==> src/rtl/neuron_pkg.sv <==
// Shared definitions for the dense-layer neurons: FSM states, default data
// format and sizing helpers.
package neuron_pkg;

  typedef enum logic [1:0] {IDLE, MAC, BIAS, OUT} state_t;

  localparam int DEF_DATA_W = 16;
  localparam int DEF_SHIFT  = 8;

  function automatic int calc_n(input int size, input int lanes);
    return (size + lanes - 1) / lanes;
  endfunction

  function automatic int min_acc_w(input int data_w, input int size);
    return 2 * data_w + $clog2(size);
  endfunction

endpackage

==> src/rtl/neuron_lane_sum.sv <==
// Combinational sum of LANES signed products, sign-extended to ACC_W.
// Lanes whose element number (base + lane) falls past INPUT_SIZE add nothing.
module neuron_lane_sum #(
  parameter int LANES      = 2,
  parameter int INPUT_SIZE = 16,
  parameter int DATA_W     = 16,
  parameter int ACC_W      = 40,
  parameter int IDX_W      = 6
) (
  input  logic [LANES-1:0][DATA_W-1:0] a,
  input  logic [LANES-1:0][DATA_W-1:0] b,
  input  logic [IDX_W-1:0]             base,
  output logic signed [ACC_W-1:0]      sum
);

  logic signed [2*DATA_W-1:0] prod [LANES];

  for (genvar l = 0; l < LANES; l++) begin : g_prod
    assign prod[l] = $signed(a[l]) * $signed(b[l]);
  end

  always_comb begin
    sum = '0;
    for (int l = 0; l < LANES; l++) begin
      if (base + IDX_W'(l) < IDX_W'(INPUT_SIZE))
        sum = sum + ACC_W'(prod[l]);
    end
  end

endmodule

==> src/rtl/neuron_mac_lanes.sv <==
// Multi-lane MAC neuron: N = ceil(INPUT_SIZE/LANES) accumulate cycles, then
// rescale + bias, then saturate / optional ReLU with a registered done pulse.
//
// state | meaning
// IDLE  | waiting for start; latches bias/relu_en, clears acc and index
// MAC   | adds LANES products per cycle, N cycles
// BIAS  | tmp = (acc >>> SHIFT) + bias
// OUT   | clip, ReLU, flags; done registered for the following cycle
module neuron_mac_lanes
  import neuron_pkg::*;
#(
  parameter int INPUT_SIZE = 16,
  parameter int LANES      = 2,
  parameter int DATA_W     = DEF_DATA_W,
  parameter int ACC_W      = 40,
  parameter int SHIFT      = DEF_SHIFT
) (
  input  logic                                clk,
  input  logic                                rst,
  input  logic                                start,
  input  logic                                relu_en,
  input  logic [INPUT_SIZE-1:0][DATA_W-1:0]   inputs,
  input  logic [INPUT_SIZE-1:0][DATA_W-1:0]   weights,
  input  logic signed [DATA_W-1:0]            bias,
  output logic signed [DATA_W-1:0]            result,
  output logic                                done,
  output logic                                sat,
  output logic                                busy
);

  localparam int N     = calc_n(INPUT_SIZE, LANES);
  localparam int CNT_W = (N > 1) ? $clog2(N) : 1;
  localparam int IDX_W = $clog2(INPUT_SIZE + LANES) + 1;
  localparam int SEL_W = (INPUT_SIZE > 1) ? $clog2(INPUT_SIZE) : 1;

  localparam logic signed [ACC_W-1:0] RES_MAX =
    {{(ACC_W-DATA_W+1){1'b0}}, {(DATA_W-1){1'b1}}};
  localparam logic signed [ACC_W-1:0] RES_MIN = ~RES_MAX;

  state_t state, state_nxt;

  logic signed [ACC_W-1:0]   acc;
  logic signed [ACC_W-1:0]   tmp;
  logic signed [ACC_W-1:0]   lane_total;
  logic [IDX_W-1:0]          index;
  logic [CNT_W-1:0]          cnt;
  logic signed [DATA_W-1:0]  bias_q;
  logic                      relu_q;
  logic signed [DATA_W-1:0]  clip_c;
  logic signed [DATA_W-1:0]  res_c;
  logic                      sat_c;

  logic [LANES-1:0][DATA_W-1:0] lane_a;
  logic [LANES-1:0][DATA_W-1:0] lane_b;

  // Keep the element select legal; the lane sum does the real masking.
  for (genvar l = 0; l < LANES; l++) begin : g_sel
    logic [IDX_W-1:0] elem;
    logic [SEL_W-1:0] sel;
    assign elem      = index + IDX_W'(l);
    assign sel       = (elem < IDX_W'(INPUT_SIZE)) ? elem[SEL_W-1:0] : '0;
    assign lane_a[l] = inputs[sel];
    assign lane_b[l] = weights[sel];
  end

  neuron_lane_sum #(
    .LANES      (LANES),
    .INPUT_SIZE (INPUT_SIZE),
    .DATA_W     (DATA_W),
    .ACC_W      (ACC_W),
    .IDX_W      (IDX_W)
  ) u_lane_sum (
    .a    (lane_a),
    .b    (lane_b),
    .base (index),
    .sum  (lane_total)
  );

  always_ff @(posedge clk or posedge rst) begin
    if (rst) state <= IDLE;
    else     state <= state_nxt;
  end

  always_comb begin
    state_nxt = state;
    case (state)
      IDLE:    if (start) state_nxt = MAC;
      MAC:     if (cnt == '0) state_nxt = BIAS;
      BIAS:    state_nxt = OUT;
      OUT:     state_nxt = IDLE;
      default: state_nxt = IDLE;
    endcase
  end

  always_comb begin
    sat_c  = 1'b0;
    clip_c = tmp[DATA_W-1:0];
    if (tmp > RES_MAX) begin
      clip_c = RES_MAX[DATA_W-1:0];
      sat_c  = 1'b1;
    end else if (tmp < RES_MIN) begin
      clip_c = RES_MIN[DATA_W-1:0];
      sat_c  = 1'b1;
    end
    res_c = (relu_q && clip_c[DATA_W-1]) ? '0 : clip_c;
  end

  always_ff @(posedge clk or posedge rst) begin
    if (rst) begin
      acc    <= '0;
      tmp    <= '0;
      index  <= '0;
      cnt    <= '0;
      bias_q <= '0;
      relu_q <= 1'b0;
      result <= '0;
      sat    <= 1'b0;
      done   <= 1'b0;
      busy   <= 1'b0;
    end else begin
      done <= 1'b0;
      busy <= (state != IDLE);
      case (state)
        IDLE: if (start) begin
          acc    <= '0;
          index  <= '0;
          cnt    <= CNT_W'(N - 1);
          bias_q <= bias;
          relu_q <= relu_en;
        end
        MAC: begin
          acc   <= acc + lane_total;
          index <= index + IDX_W'(LANES);
          if (cnt != '0) cnt <= cnt - 1'b1;
        end
        BIAS: tmp <= (acc >>> SHIFT) + ACC_W'(bias_q);
        OUT: begin
          result <= res_c;
          sat    <= sat_c;
          done   <= 1'b1;
        end
        default: ;
      endcase
    end
  end

endmodule

==> config.mk <==
export PLATFORM = sky130hd
export DESIGN_NAME = neuron_mac_lanes
export DESIGN_NICKNAME = d
export VERILOG_FILES = /design/src/rtl/neuron_pkg.sv /design/src/rtl/neuron_lane_sum.sv /design/src/rtl/neuron_mac_lanes.sv
export SDC_FILE = /design/constraint.sdc
export NUM_CORES = 2
export LEC_CHECK = 0
export BUFFER_PORTS_ARGS = -buffer_cell sky130_fd_sc_hd__buf_2
export CELL_PAD_IN_SITES_DETAIL_PLACEMENT = 0
export CELL_PAD_IN_SITES_GLOBAL_PLACEMENT = 2
export CORE_ASPECT_RATIO = 1.4
export CORE_MARGIN = 2
export CORE_UTILIZATION = 33
export CTS_CLUSTER_DIAMETER = 200
export DETAILED_ROUTE_END_ITERATION = 7
export PLACE_DENSITY_LB_ADDON = 0.25
export SLEW_MARGIN = 20
export SYNTH_ARGS = -nofsm -noshare
export SYNTH_HDL_FRONTEND = slang
export SYNTH_SLANG_ARGS = --single-unit
==> constraint.sdc <==
create_clock -name clk -period 13.2 [get_ports clk]
set_clock_uncertainty 0.2 [all_clocks]
set_input_delay 3.3 -clock clk [delete_from_list [all_inputs] [get_ports clk]]
set_output_delay 3.3 -clock clk [all_outputs]
set_load 0.02 [all_outputs]
[Yosys cells after proc, flatten, opt, wreduce, memory -nomap -nowiden]
Cells that the tools add are included.
Word-level totals
  output and inout port bits: 19
  register bits after elaboration: 127
  input port bits: 532
Operators by class
  reduce and logical (&&, ||, !) cells: 10
  magnitude comparators: 6
  eq/ne operators: 6
  multiplexer cells: 28
  $add $sub $neg: 6
  $mul: 2
Operator list (number)
  $bmux 16 s4: 4
  $mux 40: 3
  $mux 16: 7
  $pmux 40 s2: 1
  $mul 16x16->32: 2
  $add 40x32->40: 1
  $add 40x40->40: 1
  $gt 40x16->1 const B: 1
  $lt 40x16->1 const B: 1
  $add 32x16->33: 1
  $lt 6x5->1 const B: 2
  $pmux 6 s2: 1
  $lt 4x5->1 const B: 2
  $mux 4: 2
  $pmux 2 s4: 1
  $add 6x1->6 const B: 1
  $add 6x2->6 const B: 1
  $mux 3: 2
  $mux 6: 1
  $ne 2x2->1 const B: 3
  $pmux 3 s2: 1
  $reduce_and 2->1: 3
  $eq 2x2->1 const B: 2
  $mux 2: 2
  other kinds (9): 12

[Depth between registers and ports, before layout]
  word-level depth: 10
  depth in mapped cells: 61

[Hierarchy]
A second synthesis with hierarchy kept.
Second synthesis, totals
  cells, all modules: 3953
  area, all modules: 34717.0 µm²
By module, submodules not included
  neuron_lane_sum: cells each 2475, area each 22028.6 µm², instances 1, sequential area each 0.0 µm²
  neuron_mac_lanes: cells each 1478, area each 12688.4 µm², instances 1, sequential area each 2977.9 µm²

[Least setup slack after synthesis]
Ideal clock, no wire load.
  path kind: input-to-reg
  from: input weights[228] in the netlist's numbering
  to: register acc[39]
  cell stages on the path: 48
  arrival: 15.641 ns
  path buffers: 1
  required time: 12.874 ns
  slack: -2.767 ns
  cells stage by stage: mux4_2 mux2i_1 clkbuf_1 nor2_1 fa_1 inv_1 fa_1 fa_1 inv_1 fa_1 fa_1 inv_1 fa_1 inv_1 ha_1 a2111o_1 o21ai_0 a311oi_1 [12 not listed] ha_1 nand3_1 or3_1 o211ai_1 a41oi_2 o21ai_1 xnor2_1 nor2_1 ha_1 a21o_1 a21oi_1 nor2b_1 a311oi_1 a21oi_1 nor4bb_1 o21bai_1 nor4b_2 a221o_1
Between the ends
  word-level cells in the longest chain between the ends: 8
  elaborated cells on any way between the ends: 11
Ends and longest elaborated chain
  start, declared: RTL line neuron_mac_lanes.sv:23  | input logic [INPUT_SIZE-1:0][DATA_W-1:0] weights,
  $bmux 16 s4: RTL line neuron_mac_lanes.sv:63  | assign lane_b[l] = weights[sel];
  $mux 16 (not written as such): RTL line neuron_mac_lanes.sv:63
  $mul 16x16->32: RTL line neuron_lane_sum.sv:19  | assign prod[l] = $signed(a[l]) * $signed(b[l]);
  $mux 40: RTL line neuron_lane_sum.sv:25  | if (base + IDX_W'(l) < IDX_W'(INPUT_SIZE))
  $add 40x32->40: RTL line neuron_lane_sum.sv:26  | sum = sum + ACC_W'(prod[l]);
  $mux 40 *: RTL line neuron_lane_sum.sv:25
  $add 40x40->40 *: RTL line neuron_mac_lanes.sv:132  | acc <= acc + lane_total;
  $pmux 40 s2 *: RTL line neuron_mac_lanes.sv:123  | case (state)
  end signal, assigned: RTL line neuron_mac_lanes.sv:132
  end, declared: RTL line neuron_mac_lanes.sv:42  | logic signed [ACC_W-1:0] acc;
Every way passes the cells marked *; elsewhere a longest branch is shown, timed or not. The select of a mux whose other input is x is not followed.
A chain may end at the register's enable or synchronous reset.

[Worst setup path in the final report]
  from: input weights[226] in the netlist's numbering
  to: register acc[39]
Same word-level chain as after synthesis.

==> results.json <==
{
  "synth_nets": 4923,
  "clk_latency_ns": 0.43,
  "hold_buffers": 0,
  "final_common_cell": "inv_1",
  "violations": "setup timing",
  "startpoint_type": "primary input",
  "drive_gt1_frac": 0.355,
  "post-route-period-util": 1.17,
  "wl_per_cell_um": 21.3,
  "synthDistinctLibCells": 84,
  "dp.cells": 5837,
  "yosysTopAreaCell": "fa_1",
  "critPathMaxFanout": 6,
  "layout_min_cycle_time_ns": 15.42,
  "cts_sinks": 119,
  "clock.fmax_ghz": 0.0648,
  "cp_slowest_cell": "fa_2",
  "grt_max_degree": 68,
  "grt_pass1_wl_mm": 196,
  "synth_edf_count": 0,
  "ys_ff_latch": 119,
  "wl_mm": 126,
  "place_congestion": 0.961,
  "grt_overflow_total": 0,
  "die_h_um": 380,
  "h-tree-depth": 4,
  "placementRows": 137,
  "post-dp-hpwl_mm": 112,
  "track_usage": 0.249,
  "boundaryPins": 551,
  "netlist_instances": 3549,
  "yosys_warnings": 0,
  "critical_path_arrival_ns": 15.53,
  "grt_pass1_vias": 32400,
  "clk_pin_slew_ns": 0.06,
  "synth-async-reset-ratio": 1.00,
  "drc": 0,
  "antenna_found_initial": 16,
  "core_area_sq_um": 99900,
  "critPathCaptureType": "flop",
  "critPathKind": "primary input to flop",
  "cp.required_ns": 13.31,
  "layout.nets": 5963,
  "avgSynthCellArea_sq_um": 9.39,
  "start_util": 0.334,
  "clock_path_buffers": 2,
  "die_w_um": 273,
  "crit_top_cell": "fa_1",
  "final_cell_count_no_fill": 5927,
  "viasPerCell": 4.90,
  "ys_seq_area_frac": 0.0893,
  "drt.antenna.violating_nets": 0,
  "maxCapViolCount": 0,
  "root_buffer": "clkbuf_16",
  "crit_path_max_incr_delay_ns": 0.60,
  "slew_viol_final": 0,
  "syn_to_final_growth_pct": 32.4,
  "route.vias.total": 29100,
  "synthTopCellsByArea": "fa_1 (35%), ha_1 (9.9%), dfrtp_1 (8.9%)",
  "timing.slew.headroom": 0.278,
  "ys.flop_type": "dfrtp_1",
  "syn_area_sq_um": 33300,
  "dieArea_sq_um": 104000,
  "worstMarginPinSlew_ns": 1.08,
  "rsz0062_at_grt": "yes",
  "finalHoldViolCount": 0,
  "setup_viol": 25,
  "synth_top_cell_area_share": 0.347,
  "cts_tree": "built",
  "drtIter0Drc": 1064,
  "most-common-layout-cells": "inv_1 (664), fa_1 (563), buf_4 (556)",
  "drtPass1Iterations": 5,
  "setup_slack_ns": -2.22,
  "port-buffer-count": 550,
  "numCtsBuffers": 17,
  "status": "finished with violations",
  "hold_class": "flop to flop"
}
## logic make-up after synthesis
| kind of cell | after synthesis | share of synthesized area |
|---|---|---|
| compound gates | 471 | 0.0909 |
| xor+xnor | 121 | 0.0318 |
| fa+ha+maj | 842 | 0.446 |
| buf+inv | 803 | 0.0913 |
| flops | 119 | 0.0893 |
| mux | 255 | 0.127 |
| simple gates | 938 | 0.124 |
## synthesized netlist by cell type (11+ instances only)
cell,n
and3_1,15
and2_1,28
nand2_1,361
buf_2,16
clkbuf_1,86
or2_2,19
o21bai_1,21
xnor2_1,74
o21ai_1,29
nand4_1,17
mux2i_1,62
buf_1,17
nor2b_1,46
xor2_1,47
a21o_1,64
o22ai_1,21
nand3_1,27
ha_1,264
mux2_2,66
fa_1,578
inv_1,682
a21oi_1,132
nand2b_1,43
nor3_1,16
nor2_1,331
mux4_2,127
dfrtp_1,119
o21ai_0,103
o21a_1,11
## layer usage
layer  track usage  part of all wire
met1         0.289              0.38
met2         0.471              0.54
met3        0.0169             0.028
met4         0.102             0.047
met5             0           0.00011
## worst max-delay path: cells and delay by family
family | cells | cell delay [ns]
AO/OA/AOI/OAI | 16 | 2.66
XOR/XNOR | 1 | 0.18
adder cells (fa/ha/maj) | 14 | 6.08
buffers and inverters | 12 | 1.19
multiplexers | 2 | 0.92
AND/OR/NAND/NOR | 8 | 1.17
## repair_timing
item,in CTS,in global routing
resized for setup,136,140
pin swaps,126,128
gates cloned,1,0
setup buffers,30,26
endpoints found under the setup margin,28,29
## state kept, by name, summed over array words and instances, names as in the netlist
signal,flops
cnt,3
state,2
acc,40
index,5
relu_q,1
tmp,33
bias_q,16
sat,1
done,1
busy,1
result,16
## through the flow
stage                     hold WS, ns  setup slack (ns)  setup TNS (ns)   util  instance area, sq um
after floorplan                 0.239             -1.94          -27.67      -                 33700
after global placement          0.269             -2.99          -59.72  0.419                 41900
after detailed placement        0.274             -2.99          -59.25  0.419                 41900
after CTS                       0.281             -2.28          -42.01  0.433                 43300
after global routing            0.305             -2.72          -52.35  0.441                 44100
final                           0.271             -2.22          -40.48  0.441                 44100
## final timing paths
kind	from	endpoint	slack [ns]	cells after the start
max	weights[226]	acc[39]	-2.22	53
min	relu_q	result[15]	0.27	1
max reg2reg	index[4]	acc[39]	-0.27	57
min reg2reg	relu_q	result[15]	0.27	1
max in group asynchronous	rst	acc[34]	8.63	3
min in group asynchronous	rst	bias_q[0]	2.79	2
## layout make-up
class | instances | area (sq um)
Antenna cell | 6 | 15.0
Tap cell | 1320 | 1650
Inverter | 682 | 2560
Clock buffer | 18 | 429
Clock inverter | 13 | 181
Multi-Input combinational cell | 2627 | 28700
Sequential cell | 119 | 2990
Timing Repair Buffer | 1142 | 7580
Fill cell | 9912 | 55800
Power is left out: the tool's default activity adds up to more than one toggle a clock period on the data nets, which glitch-free logic cannot reach.
